==> src/rtl/multicycle_control.sv <==
// Moore control FSM for the multicycle MIPS datapath: fetch/decode/execute/memory/write-back sequencing.
// Optional ADDI support is compiled in when the CTRL_ADDI_EN macro is defined.
module multicycle_control #(
    parameter int STATE_W = 4
) (
    input  logic               clk,
    input  logic               reset_n,
    input  logic [5:0]         opcode,
    input  logic               mem_ready,
    output logic               PCWrite,
    output logic               PCWriteCond,
    output logic               IorD,
    output logic               MemRead,
    output logic               MemWrite,
    output logic               MemtoReg,
    output logic               IRWrite,
    output logic               ALUSrcA,
    output logic               RegWrite,
    output logic               RegDst,
    output logic [1:0]         ALUOp,
    output logic [1:0]         ALUSrcB,
    output logic [1:0]         PCSource,
    output logic               illegal,
    output logic [STATE_W-1:0] state
);

    typedef enum logic [3:0] {
        IDLE      = 4'd0,
        FETCH     = 4'd1,
        DECODE    = 4'd2,
        MEM_ADDR  = 4'd3,
        MEM_READ  = 4'd4,
        MEM_WB    = 4'd5,
        MEM_WRITE = 4'd6,
        EXECUTE   = 4'd7,
        R_WB      = 4'd8,
        BRANCH    = 4'd9,
        JUMP      = 4'd10,
        ADDI_EXEC = 4'd11,
        ADDI_WB   = 4'd12,
        TRAP      = 4'd15
    } state_t;

    localparam logic [5:0] OP_RTYPE = 6'd0;
    localparam logic [5:0] OP_LW    = 6'd35;
    localparam logic [5:0] OP_SW    = 6'd43;
    localparam logic [5:0] OP_BEQ   = 6'd4;
    localparam logic [5:0] OP_J     = 6'd2;
    localparam logic [5:0] OP_ADDI  = 6'd8;

    state_t state_q, state_d;

    always_ff @(posedge clk or negedge reset_n) begin
        if (!reset_n) state_q <= IDLE;
        else          state_q <= state_d;
    end

    assign state = STATE_W'(state_q);

    // Memory handshake: an access is held in FETCH/MEM_READ/MEM_WRITE with its strobes
    // asserted; the cycle in which mem_ready=1 completes it and the FSM leaves the state.
    always_comb begin
        state_d     = state_q;
        PCWrite     = 1'b0;
        PCWriteCond = 1'b0;
        IorD        = 1'b0;
        MemRead     = 1'b0;
        MemWrite    = 1'b0;
        MemtoReg    = 1'b0;
        IRWrite     = 1'b0;
        ALUSrcA     = 1'b0;
        RegWrite    = 1'b0;
        RegDst      = 1'b0;
        ALUOp       = 2'b00;
        ALUSrcB     = 2'b00;
        PCSource    = 2'b00;
        illegal     = 1'b0;
        case (state_q)
            IDLE: state_d = FETCH;
            FETCH: begin
                MemRead = 1'b1;
                ALUSrcB = 2'b01;
                IRWrite = mem_ready;
                PCWrite = mem_ready;
                if (mem_ready) state_d = DECODE;
            end
            DECODE: begin
                ALUSrcB = 2'b11;
                case (opcode)
                    OP_RTYPE:     state_d = EXECUTE;
                    OP_LW, OP_SW: state_d = MEM_ADDR;
                    OP_BEQ:       state_d = BRANCH;
                    OP_J:         state_d = JUMP;
`ifdef CTRL_ADDI_EN
                    OP_ADDI:      state_d = ADDI_EXEC;
`endif
                    default:      state_d = TRAP;
                endcase
            end
            MEM_ADDR: begin
                ALUSrcA = 1'b1;
                ALUSrcB = 2'b10;
                if (opcode == OP_LW)      state_d = MEM_READ;
                else if (opcode == OP_SW) state_d = MEM_WRITE;
                else                      state_d = TRAP;
            end
            MEM_READ: begin
                MemRead = 1'b1;
                IorD    = 1'b1;
                if (mem_ready) state_d = MEM_WB;
            end
            MEM_WB: begin
                RegWrite = 1'b1;
                MemtoReg = 1'b1;
                state_d  = FETCH;
            end
            MEM_WRITE: begin
                MemWrite = 1'b1;
                IorD     = 1'b1;
                if (mem_ready) state_d = FETCH;
            end
            EXECUTE: begin
                ALUSrcA = 1'b1;
                ALUOp   = 2'b10;
                state_d = R_WB;
            end
            R_WB: begin
                RegWrite = 1'b1;
                RegDst   = 1'b1;
                state_d  = FETCH;
            end
            BRANCH: begin
                ALUSrcA     = 1'b1;
                ALUOp       = 2'b01;
                PCWriteCond = 1'b1;
                PCSource    = 2'b01;
                state_d     = FETCH;
            end
            JUMP: begin
                PCWrite  = 1'b1;
                PCSource = 2'b10;
                state_d  = FETCH;
            end
`ifdef CTRL_ADDI_EN
            ADDI_EXEC: begin
                ALUSrcA = 1'b1;
                ALUSrcB = 2'b10;
                state_d = ADDI_WB;
            end
            ADDI_WB: begin
                RegWrite = 1'b1;
                state_d  = FETCH;
            end
`endif
            TRAP: illegal = 1'b1;
            // Unused encodings fall into the trap; only reset leaves it.
            default: state_d = TRAP;
        endcase
    end

endmodule

==> config.mk <==
export PLATFORM = sky130hd
export DESIGN_NAME = multicycle_control
export DESIGN_NICKNAME = d
export VERILOG_FILES = /design/src/rtl/multicycle_control.sv
export SDC_FILE = /design/constraint.sdc
export NUM_CORES = 1
export LEC_CHECK = 0
export CORE_AREA = 5 5 42 44
export CTS_BUF_LIST = sky130_fd_sc_hd__clkbuf_16
export DETAILED_ROUTE_END_ITERATION = 16
export DIE_AREA = 0 0 47 49
export PLACE_DENSITY = 0.78
export REMOVE_ABC_BUFFERS = 1
export SLEW_MARGIN = 40
export SYNTH_ARGS = -nofsm -noshare
export SYNTH_HDL_FRONTEND = slang
export SYNTH_SLANG_ARGS = --single-unit
==> constraint.sdc <==
create_clock -name clk -period 2 [get_ports clk]
set_clock_uncertainty 0.05 [all_clocks]
set_input_delay 0.2 -clock clk [delete_from_list [all_inputs] [get_ports clk]]
set_output_delay 0.2 -clock clk [all_outputs]
set_load 0.02 [all_outputs]
==> summary.md <==
| Metric | Value |
|---|---|
| Placed cell area | `790 sq um` |
| Yosys warns | `0` |
| Post-CTS setup buffer count | `0` |
| Most frequent cell after synthesis | `nor2_1` |
| Post-synthesis cell type count | `31` |
| Critical-path cell list | `nor2_2 -> nand2_1 -> nor2_1 -> clkdlybuf4s50_1` |
| CP max-delay cell | `clkdlybuf4s50_1` |
| Mean Syn Cell Area | `between 6 and 7 sq um` |
| Synth Flop Type | `dfrtp_1` |
| Post-synth EDFFs | `0` |
| Setup Viol. Count Final | `0` |
| Global-route wire length before repair | `2530 um` |
| DP HPWL | `1220 um` |
| Grt total ovfl | `0` |
| Worst hold slack | `0.128 ns` |
| CP Max Fanout | `9` |
| Total CTS buffers | `3` |
| Fin crit share | `96.7%` |
| ANT nets after route | `0` |
| Vias/cell | `~5.5` |
| Io pins | `30` |
| Startpoint types | `register` |
| Total core area | `0.00140 sq mm` |
| Chip width | `47 um` |
| Commonest cells in the netlist | `nor2_1 (11), nand2_1 (6), and2_1 (4), dfrtp_1 (4), nand2b_1 (4)` |
| Vias | `634` |
| Final Util | `62.6%` |
| Initial antenna violation count | `0` |
| Antenna Cells | `0` |
| Initial DRC count | `11` |
| Slew Limit Headroom | `approximately 74%` |
| Max-cap violation count | `0` |
| H-tree levels | `1` |
| Max clock buf depth | `2` |
| Fin. max-slew vios | `0` |
| Leak | `between 0.4 and 0.5 nW` |
| Slowest stage delay, CP | `0.61 ns` |
| Number of remaining DRC errors | `0` |
| WL/cell | `between 10 and 15 um` |
| Filler Cell Count | `125` |
| Root Driver | `clkbuf_16` |
| Reg2Reg Depth | `5` |
| Clock latency at the later pin of the worst-skew pair | `0.23 ns` |
| Synth area leaders | `dfrtp_1 (22%), nor2_1 (8.9%), and2_1 (5.4%), nand2b_1 (5.4%), nand2_1 (4.8%)` |
| Worst Tran Pin Value | `0.388 ns` |
| Final RePlAce weighted congestion | `0.778` |
| Mapped cell area | `465 sq um` |
| Overall power | `0.426 mW` |
| Setup TNS | `0 ns` |
| DRT Pass-1 Iters | `4` |
| Buffers plus inverters on the worst setup path | `1` |
| Power Dens Cells | `486 mW/mm^2` |
| Placed Instances | `113` |
| Count of final hold-check violations | `0` |
| Data arrival, critical path | `1.68 ns` |
| CP Capture Type | `output port` |
| Max FFs per register | `4` |
| Kind of critical path | `reg -> out` |
| Num rows | `14` |
| Layout area overhead | `88.4%` |
| Post-synth top area share | `21.5%` |
| Die Height | `49 um` |
| Status | `finished clean` |
| Post-synthesis sequential area ratio | `21.5%` |
| Clock sinks | `4` |
| Max VDD drop | `approximately 0.32 mV` |
| Layout cells sized above 1 | `12.0%` |
| Register bit count reported by yosys | `4` |
| Worst-path clk slew | `0.03 ns` |
| CTS tree | `done` |
| Post-Layout Inst Area | `877 sq um` |
| Stages on the worst setup path | `4` |
| Cell taking the most area after synthesis | `dfrtp_1` |
| Total routed wirelength | `1600 um` |
| Finished Layout Cells | `about 120` |
| Vias in the first global route | `610` |
| Die footprint | `0.00230 sq mm` |
| Initial core utilization | `between 30 and 40%` |
| Fraction of registers with async set/reset | `100%` |
| Largest net degree at the start of global routing | `12` |
| Layout Nets | `111` |
| Min Tclk post-route | `1.93 ns` |
| Number of port buffers | `29` |
| Syn Inst Count | `68` |
| Fin worst setup slack | `0.0654 ns` |
| Hold buffers post-CTS | `0` |
| Max Fclk | `0.517 GHz` |
| Dpl ws | `0.122 ns` |
| CP top delay family | `buffers and inverters` |
| Worst EP required | `1.75 ns` |
| Tot GR Track Use | `15.3%` |
| Hold WC Path Type | `in -> async` |
## per-layer routing
layer	wire [um]	track usage [%]	share of wire (%)	vias to the layer above
li1	-	-	-	305
met1	586	16.6	37	290
met2	807	24.9	50	33
met3	137	1.48	8.5	6
met4	73	12.9	4.6	0
met5	0	0	0	-
## placed cells by master (no fill, tap or decap), drive strengths merged
master         Yosys  layout
a21boi             1       1
a21oi              3       3
a2bb2oi            2       2
a41o               1       1
and2               4       4
buf                2       5
clkbuf             3       3
clkdlybuf4s50      0      16
dfrtp              4       4
dlygate4sd2        0       7
dlymetal6s2s       0       6
inv                2       2
mux2i              1       1
nand2              6       6
nand2b             4       4
nand3              2       2
nand3b             1       1
nand4              1       1
nand4bb            1       1
nor2              11      11
nor3               3       3
nor4               2       2
o2111ai            1       1
o211ai             1       1
o21ai              3       3
o21bai             1       1
o22ai              2       2
or2                1       1
or3                1       1
or3b               1       1
or4                1       1
xnor2              1       1
xor2               1       1
## worst paths after layout
path | from | end | slack, ns
setup / recovery | state[2] | IRWrite | 0.07
hold / removal | reset_n | state[3] | 0.13
setup reg to reg | state[2] | state[1] | 0.52
hold reg to reg | state[1] | state[3] | 0.59
max in group asynchronous | reset_n | state[2] | 1.59
min in group clk | state[1] | state[3] | 0.59
## repair_timing
action | CTS | global route
hold endpoints to repair | 0 | 0
resized for setup | 10 | 7
setup endpoints to repair | 10 | 7
## worst reg2reg max path: cells and delay by family (launching register included)
family,cells,cell delay (ns)
compound gates,2,0.27
buf+inv,1,0.15
flops,1,0.46
simple gates,2,0.45
## logic make-up (layout without fill, tap and decap cells)
group,Yosys count,in the layout,share of synthesized area (%)
AO/OA/AOI/OAI,15,15,21.8
XOR/XNOR,2,2,3.76
buffers and inverters,7,39,6.72
flip-flops,4,4,21.5
multiplexers,1,1,2.15
AND/OR/NAND/NOR,39,39,44.1
## report_power, final
group	internal, mW	switching, mW	leakage (nW)
logic	0.0182	0.0125	0.372
registers	0.0815	0	0.0341
clock network	0.256	0.0584	0.0370
total	0.355	0.0709	0.443
## final cells by class
cell class | instances | area, sq um | share of cell area [%]
Clock buffer | 3 | 75.1 | 8.56
Inverter | 2 | 7.51 | 0.856
Multi-Input combinational cell | 57 | 337 | 38.4
Sequential cell | 4 | 104 | 11.8
Tap cell | 16 | 20.0 | 2.28
Timing Repair Buffer | 34 | 334 | 38.1
No activity file was read; power rests on OpenSTA's default activity.
